===== config.mk =====
export PLATFORM = sky130hd
export DESIGN_NAME = li_fifo
export DESIGN_NICKNAME = d
export VERILOG_FILES = /design/src/rtl/li_pkg.sv /design/src/rtl/li_fifo_mem.sv /design/src/rtl/li_fifo.sv
export SDC_FILE = /design/constraint.sdc
export NUM_CORES = 1
export LEC_CHECK = 0
export ABC_AREA = 1
export ABC_CLOCK_PERIOD_IN_PS = 5500
export CAP_MARGIN = 30
export CORE_ASPECT_RATIO = 0.9
export CORE_MARGIN = 3
export CORE_UTILIZATION = 40
export DETAILED_ROUTE_END_ITERATION = 10
export RECOVER_POWER = 100
export SLEW_MARGIN = 25
export SYNTH_ARGS = -nofsm -noshare
export SYNTH_HDL_FRONTEND = slang
export SYNTH_SLANG_ARGS = --single-unit
export TNS_END_PERCENT = 1

===== constraint.sdc =====
create_clock -name CLK -period 5.5 [get_ports CLK]
set_clock_uncertainty 0.15 [all_clocks]
set_input_delay 1.1 -clock CLK [delete_from_list [all_inputs] [get_ports CLK]]
set_output_delay 1.1 -clock CLK [all_outputs]
set_load 0.005 [all_outputs]

===== src/rtl/li_pkg.sv =====
// Shared helpers for the latency-insensitive FIFO: width/depth arithmetic and
// elaboration-time diagnostics.
package li_pkg;

   function automatic int clog2(input int value);
      int r;
      r = 0;
      for (int i = 0; i < 32; i++) begin
         if ((1 << r) < value) r = r + 1;
      end
      return r;
   endfunction

   // A width of 0 is a pure token FIFO that still carries a 1-bit dummy lane.
   function automatic int eff_w(input int width);
      return (width < 1) ? 1 : width;
   endfunction

   function automatic bit depth_ok(input int depth);
      return (depth >= 2) && ((depth & (depth - 1)) == 0);
   endfunction

   localparam string DEPTH_MSG = "li_fifo: depth must be >= 2 and a power of 2";

endpackage


===== src/rtl/li_fifo_mem.sv =====
// Simple dual-port storage for li_fifo: synchronous write, asynchronous read.
module li_fifo_mem #(
   parameter int W  = 1,
   parameter int N  = 4,
   parameter int AW = 2
) (
   input  logic          CLK,
   input  logic          we_i,
   input  logic [AW-1:0] waddr_i,
   input  logic [W-1:0]  wdata_i,
   input  logic [AW-1:0] raddr_i,
   output logic [W-1:0]  rdata_o
);

   logic [W-1:0] mem_q [N];

   always_ff @(posedge CLK) begin
      if (we_i) mem_q[waddr_i] <= wdata_i;
   end

   assign rdata_o = mem_q[raddr_i];

endmodule


===== src/rtl/li_fifo.sv =====
// Latency-insensitive FIFO with VALID/CONSUMED token handshake; bubbles pass
// through without storage. Optional same-cycle bypass: LI_FIFO_BYPASS_EN.
module li_fifo
   import li_pkg::*;
#(
   parameter int width = 1,
   parameter int depth = 4
) (
   input  logic                          CLK,
   input  logic                          RST_N,
   input  logic [eff_w(width)-1:0]       IN_ENQ,
   input  logic                          IN_ENQ_VALID,
   output logic                          IN_ENQ_CONSUMED,
   input  logic                          IN_EN_ENQ,
   input  logic                          IN_EN_ENQ_VALID,
   output logic                          IN_EN_ENQ_CONSUMED,
   output logic [eff_w(width)-1:0]       OUT_FIRST,
   output logic                          OUT_FIRST_VALID,
   input  logic                          OUT_FIRST_CONSUMED,
   output logic [clog2(depth+1)-1:0]     OUT_COUNT
);

   localparam int EW = eff_w(width);
   localparam int PW = clog2(depth);
   localparam int CW = clog2(depth + 1);

   if (!depth_ok(depth)) begin : g_bad_depth
      $error(DEPTH_MSG);
   end

   logic [PW-1:0] rd_ptr_q, rd_ptr_d, wr_ptr_q, wr_ptr_d;
   logic [CW-1:0] count_q, count_d;
   logic          inp_valid, accept, push, pop, wr_en, not_empty;
   logic [EW-1:0] mem_rdata;

   assign not_empty = (count_q != '0);
   assign inp_valid = ((width == 0) ? 1'b1 : IN_ENQ_VALID) && IN_EN_ENQ_VALID;
   // Acceptance depends only on state, never on the downstream pop.
   assign accept    = inp_valid && (!IN_EN_ENQ || (count_q != CW'(depth)));
   assign push      = accept && IN_EN_ENQ;

   assign IN_ENQ_CONSUMED    = accept;
   assign IN_EN_ENQ_CONSUMED = accept;
   assign OUT_COUNT          = count_q;

`ifdef LI_FIFO_BYPASS_EN
   logic bypass_vis;
   assign bypass_vis      = !not_empty && push;
   assign OUT_FIRST_VALID = not_empty || bypass_vis;
   assign OUT_FIRST       = bypass_vis ? IN_ENQ : mem_rdata;
   assign pop             = not_empty && OUT_FIRST_CONSUMED;
   // A bypassed entry taken in the same cycle never touches storage.
   assign wr_en           = push && !(bypass_vis && OUT_FIRST_CONSUMED);
`else
   assign OUT_FIRST_VALID = not_empty;
   assign OUT_FIRST       = mem_rdata;
   assign pop             = not_empty && OUT_FIRST_CONSUMED;
   assign wr_en           = push;
`endif

   always_comb begin
      rd_ptr_d = rd_ptr_q;
      wr_ptr_d = wr_ptr_q;
      count_d  = count_q;
      if (wr_en) wr_ptr_d = wr_ptr_q + 1'b1;
      if (pop)   rd_ptr_d = rd_ptr_q + 1'b1;
      if (wr_en && !pop)      count_d = count_q + 1'b1;
      else if (!wr_en && pop) count_d = count_q - 1'b1;
   end

   always_ff @(posedge CLK) begin
      if (!RST_N) begin
         rd_ptr_q <= '0;
         wr_ptr_q <= '0;
         count_q  <= '0;
      end else begin
         rd_ptr_q <= rd_ptr_d;
         wr_ptr_q <= wr_ptr_d;
         count_q  <= count_d;
      end
   end

   li_fifo_mem #(
      .W  (EW),
      .N  (depth),
      .AW (PW)
   ) u_mem (
      .CLK     (CLK),
      .we_i    (wr_en),
      .waddr_i (wr_ptr_q),
      .wdata_i (IN_ENQ),
      .raddr_i (rd_ptr_q),
      .rdata_o (mem_rdata)
   );

endmodule

### Word-level counts from Yosys, hierarchy flattened

Memory sizes are Yosys's and may differ from the RTL's. A register that Yosys moved wholly into a read port is not among the register bits.
Cells that the tools add are included.

* flip-flop bits (word level): 7
* latch bits: 0
* RAM bits: 4
* memory bits (read-only): 0
* input port bits: 7
* output and inout port bits: 7
* word-level logic and storage cells: 27
* memories kept: 1

* add/subtract/negate cells: 4
* multiply operators: 0
* div/mod/pow operators: 0
* magnitude comparators: 0
* eq/ne operators: 1
* shift-type cells: 0
* multiplexer cells: 6
* bitwise gates (word level): 0
* reductions and logical operators: 12

Memories
* u_mem.mem_q: depth 4, bits a word 1, rd ports 1, clocked after memory_dff 1, wr ports 1, line li_fifo_mem.sv:15 `logic [W-1:0] mem_q [N];`

Operators by type and width (count)
* logical AND 1 bit: 6
* 2-to-1 mux 3 bit: 2
* adder 2 x 1 -> 2 bit (second input constant): 2
* 2-to-1 mux 2 bit: 2
* adder 3 x 1 -> 3 bit (second input constant): 1
* zero test 1 bit: 3
* != test 3 bit (second input constant): 1
* nonzero test 3 bit: 1
* subtractor 3 x 1 -> 3 bit (second input constant): 1
* 2-to-1 mux 1 bit: 2
* nonzero test 2 bit: 1
* logical OR 1 bit: 1

### Longest topological paths before layout

Gate-level depths: netlist of run 1.

* depth in word-level cells: 8
* depth in mapped cells: 13

### Hierarchy

From an unflattened synthesis of run 1, not the netlist that was laid out.

* cells, all modules: 85
* area, all modules: 635.6 µm²

Modules (own cells, without submodules)
* li_fifo: instances 1, cells each 61, area an instance 427.9 µm², seq. area each 140.1 µm²
* li_fifo_mem: instances 1, cells each 24, area an instance 207.7 µm², seq. area each 120.1 µm²

### Worst setup path before layout of run 1

No wires, ideal clock.

* kind: input to output
* start: input IN_ENQ_VALID
* end: output IN_EN_ENQ_CONSUMED
* data arrival time: 1.497 ns
* required time: 4.250 ns
* path slack: 2.753 ns
* stages on the path: 3
* cells stage by stage: nand2_1 -> a31oi_1 -> buf_4

* longest elaborated chain between the ends: 2

Ends and longest elaborated chain
* start: declaration: line li_fifo.sv:12 `input logic IN_ENQ_VALID,`
* logical AND 1 bit: line li_fifo.sv:37 `assign inp_valid = ((width == 0) ? 1'b1 : IN_ENQ_VALID) && IN_EN_ENQ_VALID;`
* logical AND 1 bit: line li_fifo.sv:39 `assign accept = inp_valid && (!IN_EN_ENQ || (count_q != CW'(depth)));`
* end: declaration: line li_fifo.sv:16 `output logic IN_EN_ENQ_CONSUMED,`

Every way passes these cells.

### Worst setup path after layout of run 1

* start: input IN_EN_ENQ_VALID
* end: output IN_ENQ_CONSUMED

* longest elaborated chain between the ends: 2

Ends and longest elaborated chain
* start: declaration: line li_fifo.sv:15 `input logic IN_EN_ENQ_VALID,`
* logical AND 1 bit: line li_fifo.sv:37
* logical AND 1 bit: line li_fifo.sv:39
* end: declaration: line li_fifo.sv:13 `output logic IN_ENQ_CONSUMED,`

Every way passes these cells.

==> impl_results.md, run 1 <==
- Status: complete, no violations
- Worst reg-to-reg path cell count: 9
- Placed Area: 861 um^2
- Via count: 527
- Slew @ Worst Pin: 0.431 ns
- Core area: 0.00156 mm^2
- Synth cell types: 21
- Number of global-route vias before repair: 477
- Post-Syn Area: 711 um^2
- Final slew viol count: 0
- WP data required: 4.25 ns
- Fin area: 860 um^2
- Total track usage: 11.3%
- First-pass GRT wire length: 1880 um
- Fin worst setup slack: 1.81 ns
- Lkg Pwr: 0.398 nW
- HP Start: OUT_COUNT[0]
- # hold bufs at CTS: 0
- Max_cap viols: 0
- Die width: 50.4 um
- Worst path cell trace: dlygate4sd3_1 -> nand2_1 -> a31oi_1 -> dlygate4sd3_1
- Primary FF master, synth: dfxtp_1
- Via/cell ratio: 4.32
- Port bufs: 13
- Clock buffer depth: 2
- Area growth, synth to finish: 21.0%
- RSZ-0062 raised after global routing: false
- Level count of the clock H-tree: 1
- Pwr per Cell Area: 407 mW/mm^2
- Dpl cells: 118
- Non-filler cells, final: 122
- Antenna cells: 0
- Die Ht: 46.0 um
- Synth area leader: dfxtp_1
- Hold Vio Cnt, Final: 0
- Flop2flop setup slack: 3.24 ns
- Post-Place Worst Slack: 1.89 ns
- Layout cells sized above 1: 8.00%
- Crit-path most repeated cell: dlygate4sd3_1
- Worst hold path class: reg -> reg
- Routability congestion estimate: 0.722
- DRC: 0
- Crit-path max cell delay: 0.59 ns
- Skew-Pair Late Insertion Delay: 0.28 ns
- Synth Instances: 84
- CP Max Fanout: 2
- FP Rows: 13
- Final setup fails: 0
- Worst-path clk slew: 0.08 ns
- Power consumption: 0.350 mW
- Crit share post-route: 67.0%
- Part of the Yosys area used for sequential elements: 42.3%
- Crit. End Element: output pin
- Sum of buffers and inverters on the critical path: 2
- Syn avg cell area: 8.46 um^2
- Io pins: 14
- Final Util: 55.0%
- Reg2reg end: OUT_COUNT[1]
- Slowest CP cell: dlygate4sd3_1
- CTS Sinks: 13
- Nets: 114
- Setup bufs post-CTS: 0
- Post-synth ARST share: 0%
- WHS: 0.370 ns
- Starting Density: 45.5%
- Origin of the critical flop-to-flop path: OUT_COUNT[0]
- Critical path class: in -> out
- TritonCTS Buffers: 3
- Worst setup SP type: primary input
- Family with the most delay on the worst path: buffers and inverters
- Achievable frequency: 271 MHz
- Drt first-iter violations: 7
- Post-DP HPWL: 881 um
- Post-layout minimum cycle time: 3.69 ns
- Drt wl/cell: 8.99 um
- Top post-synthesis cells by area: dfxtp_1 (25%), edfxtp_1 (17%), inv_1 (9.0%)
- Ys Warns: 0
- Syn_nets: 97
- Most common cell in the netlist: inv_1
- Resized cells post-CTS: 0
- Worst VDD drop: 224 uV
- Post-synth top area share: 25.4%
- Die area: 0.00232 mm^2
- Worst EP arrival: 2.44 ns
- Gr ovfl total: 0
- Hold Crit Depth: 1
- Relative slew slack: 71.2%
- Pre-antenna DRT Iters: 3
- CTS tree: yes
- Top cells by count, synth: inv_1 (17), nand2_1 (15), nor2_1 (12)
- Number of synthesized flops with an enable pin: 4
- ANT nets after route: 0
- Final wirelength: 1100 um
- Hold Path End: OUT_COUNT[0]
- FF+latch count, synth: 13
- Largest net degree at the start of global routing: 8
- Initial antenna violation count: 0
- Setup TNS: 0 ns
- Clock Tree Root: clkbuf_4
## worst max-delay path by stage
stage               slack [ns]                 end  cells after the start             from
floorplan                 2.75  IN_EN_ENQ_CONSUMED                      3     IN_ENQ_VALID
global placement          1.88     IN_ENQ_CONSUMED                      3        IN_EN_ENQ
detailed placement        1.89     IN_ENQ_CONSUMED                      3        IN_EN_ENQ
CTS                       1.87     IN_ENQ_CONSUMED                      3        IN_EN_ENQ
global route              1.75     IN_ENQ_CONSUMED                      4  IN_EN_ENQ_VALID
finish                    1.81     IN_ENQ_CONSUMED                      4  IN_EN_ENQ_VALID
## logic make-up (layout without fill, tap and decap cells)
kind of cell	after synthesis	count (layout)	share of synthesized area, %
buffers and inverters	19	35	10.6
DFF	13	13	42.3
AOI/OAI and AO/OA	9	9	8.45
and+or+nand+nor	37	37	27.1
adders and majority gates	6	6	11.6
## cell type report
class / count / area [um^2]
clock buffer: 4 / 26.3
fill: 164 / 702
inverter: 18 / 67.6
timing repair buffer: 13 / 130
multi-input combinational: 52 / 308
tap: 22 / 27.5
sequential: 13 / 300
## power by group
part           leakage, nW  switching (mW)  internal [mW]
combinational        0.273          0.0799         0.0717
clock               0.0150          0.0303         0.0281
sequential           0.110          0.0208          0.119
total                0.398           0.131          0.219
## cell usage in the layout, fill, tap and decap left out, drive strengths merged
cell type      count
dlygate4sd3        9
a21oi              3
nand3              3
edfxtp             4
a32oi              1
inv               18
nand2             19
fa                 1
dfxtp              9
nor2              13
ha                 5
clkdlybuf4s50      4
nand4              2
clkbuf             4
a21boi             1
a31oi              1
o21ai              3
## layer usage
metal / global-route usage (%) / part of all wire, % / up-vias
li1: - / - / 293
met1: 14.0 / 50 / 221
met2: 16.7 / 42 / 13
met3: 6.56 / 7.2 / 0
met4: 3.23 / 0 / 0
met5: 0 / 0 / -
## worst reg2reg max path, cell delays in order, from the launching register on
cell and delay, ns:
dfxtp_1 0.36, nor2_1 0.37, nand2_4 0.08, nand3_1 0.21, inv_1 0.08, ha_1 0.21
inv_1 0.09, fa_1 0.40, o21ai_0 0.15, nor2_1 0.06
Power figures use the tool's default switching activity.
==> inputs of run 2 (changes only) <==
--- a/config.mk
+++ b/config.mk
@@ -6,7 +6,7 @@
 export NUM_CORES = 1
 export LEC_CHECK = 0
 export ABC_AREA = 1
-export ABC_CLOCK_PERIOD_IN_PS = 5500
+export ABC_CLOCK_PERIOD_IN_PS = 3600
 export CAP_MARGIN = 30
 export CORE_ASPECT_RATIO = 0.9
 export CORE_MARGIN = 3
==> constraint.sdc (replaced) <==
create_clock -name CLK -period 3.6 [get_ports CLK]
set_clock_uncertainty 0.15 [all_clocks]
set_input_delay 0.72 -clock CLK [delete_from_list [all_inputs] [get_ports CLK]]
set_output_delay 0.72 -clock CLK [all_outputs]
set_load 0.005 [all_outputs]
==> impl_results.md, run 2 (synthesis results as in run 1) <==
- CTS tree: yes
- Resized cells post-CTS: 0 (unchanged)
- Layout cells sized above 1: 8.00% (unchanged)
- Clock Tree Root: clkbuf_4
- Die Ht: 46.0 um (unchanged)
- Via count: 524 (-0.57%)
- CP Max Fanout: 2 (unchanged)
- ANT nets after route: 0 (unchanged)
- Relative slew slack: 68.4% (-2.8 points)
- Crit. End Element: output pin
- Skew-Pair Late Insertion Delay: 0.27 ns (about the same)
- Worst hold path class: reg -> reg
- CTS Sinks: 13 (unchanged)
- Worst EP arrival: 2.07 ns (-0.37 ns)
- Worst-path clk slew: 0.08 ns (about the same)
- # hold bufs at CTS: 0 (unchanged)
- Pre-antenna DRT Iters: 4 (+1)
- Setup bufs post-CTS: 0 (unchanged)
- Worst VDD drop: 378 uV (+69%)
- Via/cell ratio: 4.30 (-0.57%)
- Crit share post-route: 81.5%
- Level count of the clock H-tree: 1 (unchanged)
- Port bufs: 13 (unchanged)
- Largest net degree at the start of global routing: 8 (unchanged)
- WP data required: 2.73 ns (-1.52 ns)
- Most frequent cells in the layout: inv_1 (17), nand2_1 (15), nor2_1 (13), dlygate4sd3_1 (10), dfxtp_1 (9)
- Drt first-iter violations: 11 (+4)
- Setup TNS: 0 ns (unchanged)
- Initial antenna violation count: 0 (unchanged)
- Total track usage: 11.3% (unchanged)
- Routability congestion estimate: 0.741 (+2.7%)
- Number of global-route vias before repair: 460 (-3.6%)
- Gr ovfl total: 0 (unchanged)
- Critical path class: in -> out
- Clock buffer depth: 2 (unchanged)
- Hold Vio Cnt, Final: 0 (unchanged)
- Non-filler cells, final: 122 (unchanged)
- Dpl cells: 118 (unchanged)
- DRC: 0 (unchanged)
- First-pass GRT wire length: 1860 um (-0.69%)
- Final slew viol count: 0 (unchanged)
- RSZ-0062 raised after global routing: false
- Achievable frequency: 341 MHz
- Final setup fails: 0 (unchanged)
- Post-DP HPWL: 873 um (-0.91%)
- Worst setup SP type: primary input
- Drt wl/cell: 9.20 um (+2.4%)
- Die width: 50.4 um (unchanged)
- Pwr per Cell Area: 623 mW/mm^2 (+53%)
- Starting Density: 45.5% (unchanged)
- Area growth, synth to finish: 21.0% (unchanged)
- Commonest non-fill, non-tap cell in the layout: inv_1
- Die area: 0.00232 mm^2 (unchanged)
- Nets: 114 (unchanged)
- Core area: 0.00156 mm^2 (unchanged)
- Post-layout minimum cycle time: 2.94 ns
- FP Rows: 13 (unchanged)
- Antenna cells: 0 (unchanged)
- Max_cap viols: 0 (unchanged)
- Io pins: 14 (unchanged)
- Status: complete, no violations
- Final wirelength: 1120 um (+2.4%)
- Lkg Pwr: 0.398 nW (about the same)
- TritonCTS Buffers: 3 (unchanged)
- Slew @ Worst Pin: 0.472 ns (+0.0414 ns)
==> run 2: changes by cell type in the layout (fill, tap and decap cells not counted) <==
cell / delta
clkdlybuf4s50_1: -1
dlygate4sd3_1: +1
==> run 2: power by group <==
| part | leakage (nW) | internal [mW] | switching, mW |
|---|---|---|---|
| clock | 0.0150 | 0.0429 | 0.0465 |
| sequential | 0.110 | 0.182 | 0.0335 |
| combinational | 0.273 | 0.109 | 0.121 |
==> run 2: layer usage <==
metal  track usage (%)  vias to the layer above  wire, um
met1              14.0                      216       584
met4              3.23                        0         0
met5                 0                        -         0
met2              17.2                       14       468
met3              5.90                        0        71
li1                  -                      294         -
==> run 2: final cells by class <==
| cell class | count | area [um^2] |
|---|---|---|
| clock buffers | 4 | 26.3 |
| fillers | 165 | 702 |
| inverters | 18 | 67.6 |
| multi-input cells | 52 | 308 |
| flip-flops and latches | 13 | 300 |
| well taps | 22 | 27.5 |
| repair buffers | 13 | 130 |
==> run 2: through the flow <==
step	power, mW	worst slack [ns]	hold WS [ns]	instance area, um^2	utilization (%)
after detailed placement	0.479	0.743	0.332	861	55.1
after floorplan	0.381	1.43	0.313	711	-
after global routing	0.585	0.590	0.407	860	55.0
final	0.535	0.664	0.364	860	55.0
after CTS	0.571	0.723	0.344	887	56.8
after global placement	0.477	0.743	0.334	861	55.1
==> run 2: worst paths after layout <==
kind	cells after the start	start	endpoint	slack, ns
setup / recovery	4	IN_ENQ_VALID	IN_ENQ_CONSUMED	0.66
hold / removal	1	OUT_COUNT[0]	OUT_COUNT[0]	0.36
setup reg to reg	9	OUT_COUNT[0]	OUT_COUNT[1]	1.30
hold reg to reg	1	OUT_COUNT[0]	OUT_COUNT[0]	0.36
==> run 2: critical path, stage by stage <==
cell	delay [ns]
dlygate4sd3_1	0.53
nand2_1	0.06
a31oi_1	0.16
dlygate4sd3_1	0.59
==> inputs of run 3 (changes only) <==
--- a/config.mk
+++ b/config.mk
@@ -6,7 +6,7 @@
 export NUM_CORES = 1
 export LEC_CHECK = 0
 export ABC_AREA = 1
-export ABC_CLOCK_PERIOD_IN_PS = 3600
+export ABC_CLOCK_PERIOD_IN_PS = 2900
 export CAP_MARGIN = 30
 export CORE_ASPECT_RATIO = 0.9
 export CORE_MARGIN = 3
==> constraint.sdc (replaced) <==
create_clock -name CLK -period 2.9 [get_ports CLK]
set_clock_uncertainty 0.15 [all_clocks]
set_input_delay 0.58 -clock CLK [delete_from_list [all_inputs] [get_ports CLK]]
set_output_delay 0.58 -clock CLK [all_outputs]
set_load 0.005 [all_outputs]
==> impl_results.md, run 3 (synthesis results as in run 1) <==
- Clock buffer depth: 2 (unchanged)
- Core area: 0.00156 mm^2 (unchanged)
- Achievable frequency: 375 MHz
- Final wirelength: 1180 um (+4.7%)
- First-pass GRT wire length: 2100 um (+13%)
- Flop pwr share: 40.1% (about the same)
- Post-layout minimum cycle time: 2.66 ns
- Final setup fails: 0 (unchanged)
- Switch Pwr: 0.253 mW (+26%)
- Slowest CP cell: dlygate4sd3_1
- Hold Vio Cnt, Final: 0 (unchanged)
- Total track usage: 12.5% (+1.2 points)
- Die area: 0.00232 mm^2 (unchanged)
- Nets: 114 (unchanged)
- Crit share post-route: 91.9%
- Drt wl/cell: 9.64 um (+4.7%)
- Commonest non-fill, non-tap cell in the layout: inv_1
- Final slew viol count: 0 (unchanged)
- Worst reg-to-reg path cell count: 9 (unchanged)
- Worst hold path class: reg -> reg
- Resized cells post-CTS: 0 (unchanged)
- Crit-path most repeated cell: dlygate4sd3_1
- Initial antenna violation count: 0 (unchanged)
- Switch share: 37.9% (+0.25 points)
- Max_cap viols: 0 (unchanged)
- Flop2flop setup slack: 0.59 ns (-0.71 ns)
- Cell-internal power: 0.415 mW (+24%)
- Lkg Pwr: 0.398 nW (unchanged)
- WP data required: 2.17 ns (-0.56 ns)
- Critical path class: in -> out
- Layout cells sized above 1: 8.00% (unchanged)
- Via/cell ratio: 4.43 (+3.1%)
- Area growth, synth to finish: 21.0% (unchanged)
- Worst-path clk slew: 0.07 ns (about the same)
- DRC: 0 (unchanged)
- HP Start: rd_ptr_q[1]
- Setup bufs post-CTS: 0 (unchanged)
- CP Max Fanout: 2 (unchanged)
- # fillers: 164 (-0.61%)
- Clock Tree Root: clkbuf_4
- RSZ-0062 raised after global routing: false
- Number of global-route vias before repair: 529 (+15%)
- Io pins: 14 (unchanged)
- Pre-antenna DRT Iters: 4 (unchanged)
- Hold Crit Depth: 2 (+1)
- Starting Density: 45.5% (unchanged)
- Worst EP arrival: 1.93 ns (-0.14 ns)
- Relative slew slack: 72.2% (+3.8 points)
- TritonCTS Buffers: 3 (unchanged)
- Antenna cells: 0 (unchanged)
- Level count of the clock H-tree: 1 (unchanged)
- Setup TNS: 0 ns (unchanged)
- Origin of the critical flop-to-flop path: OUT_COUNT[0]
- Crit. End Element: output pin
- Drt first-iter violations: 6 (-5)
- Worst setup SP type: primary input
- Reg2reg end: OUT_COUNT[1]
- Status: complete, no violations
- Skew-Pair Late Insertion Delay: 0.27 ns (about the same)
- ANT nets after route: 0 (unchanged)
- Slew @ Worst Pin: 0.416 ns (-0.0566 ns)
- Post-DP HPWL: 906 um (+3.8%)
- Die Ht: 46.0 um (unchanged)
- CTS tree: yes
- Routability congestion estimate: 0.740 (-0.13%)
- Worst path cell trace: dlygate4sd3_1 -> nand2_1 -> a31oi_1 -> dlygate4sd3_1
- FP Rows: 13 (unchanged)
- # hold bufs at CTS: 0 (unchanged)
- Combinational power share: 43.4% (+0.3 points)
- Via count: 540 (+3.1%)
- Most frequent cells in the layout: inv_1 (17), nand2_1 (15), nor2_1 (13), dlygate4sd3_1 (10), dfxtp_1 (9)
- WHS: 0.379 ns (+0.0146 ns)
- CTS Sinks: 13 (unchanged)
- Largest net degree at the start of global routing: 8 (unchanged)
- CP startpoint: IN_ENQ_VALID
- Gr ovfl total: 0 (unchanged)
- Die width: 50.4 um (unchanged)
- Worst VDD drop: 512 uV (+35%)
- Share of power burned in the clock network: 16.4% (-0.3 points)
- Crit-path max cell delay: 0.59 ns (about the same)
- Port bufs: 13 (unchanged)
- Pwr per Cell Area: 776 mW/mm^2 (+25%)
-- run 3: cell counts in the layout (fill, tap and decap cells not counted) --
No cell type changed its count.
-- run 3: power by group through the flow --
stage | logic, mW | clock network, mW | registers, mW
detailed placement | 0.318 | 0 | 0.278
CTS | 0.320 | 0.114 | 0.274
floorplan | 0.200 | 0 | 0.273
finish | 0.290 | 0.110 | 0.268
global route | 0.330 | 0.125 | 0.274
global placement | 0.314 | 0 | 0.278
-- run 3: how the worst max path moves through the flow --
stage	end	slack, ns	cells past startpoint
2_1_floorplan	OUT_COUNT[2]	0.87	13
3_3_place_gp	OUT_COUNT[2]	0.30	14
3_5_place_dp	OUT_COUNT[2]	0.26	14
4_1_cts	IN_ENQ_CONSUMED	0.29	3
5_1_grt	IN_ENQ_CONSUMED	0.15	4
6_report	IN_ENQ_CONSUMED	0.24	4
-- run 3: stage by stage --
step,area (um^2),power [mW],cells,worst slack [ns],util (%)
after floorplan,711,0.473,84,0.871,-
after global placement,861,0.592,118,0.301,55.1
after detailed placement,861,0.596,118,0.260,55.1
after CTS,887,0.708,122,0.286,56.8
after global routing,860,0.729,122,0.150,55.0
final,860,0.667,122,0.236,55.0
-- run 3: per-layer routing --
layer / up-vias / track usage (%) / wire (um)
met5: - / 0 / 0
met1: 234 / 14.4 / 601
met2: 13 / 20.1 / 486
li1: 291 / - / -
met4: 0 / 4.84 / 12
met3: 2 / 6.23 / 75
-- run 3: layout make-up --
class / count / area, um^2 / share of cell area [%]
multi-input cells: 52 / 308 / 35.8
flip-flops and latches: 13 / 300 / 34.9
repair buffers: 13 / 130 / 15.1
inverters: 18 / 67.6 / 7.86
well taps: 22 / 27.5 / 3.20
clock buffers: 4 / 26.3 / 3.06
-- run 3: critical path: cells and delay by family --
| kind | cells | cell delay [ns] |
|---|---|---|
| buf+inv | 2 | 1.11 |
| compound gates | 1 | 0.17 |
| simple gates | 1 | 0.07 |
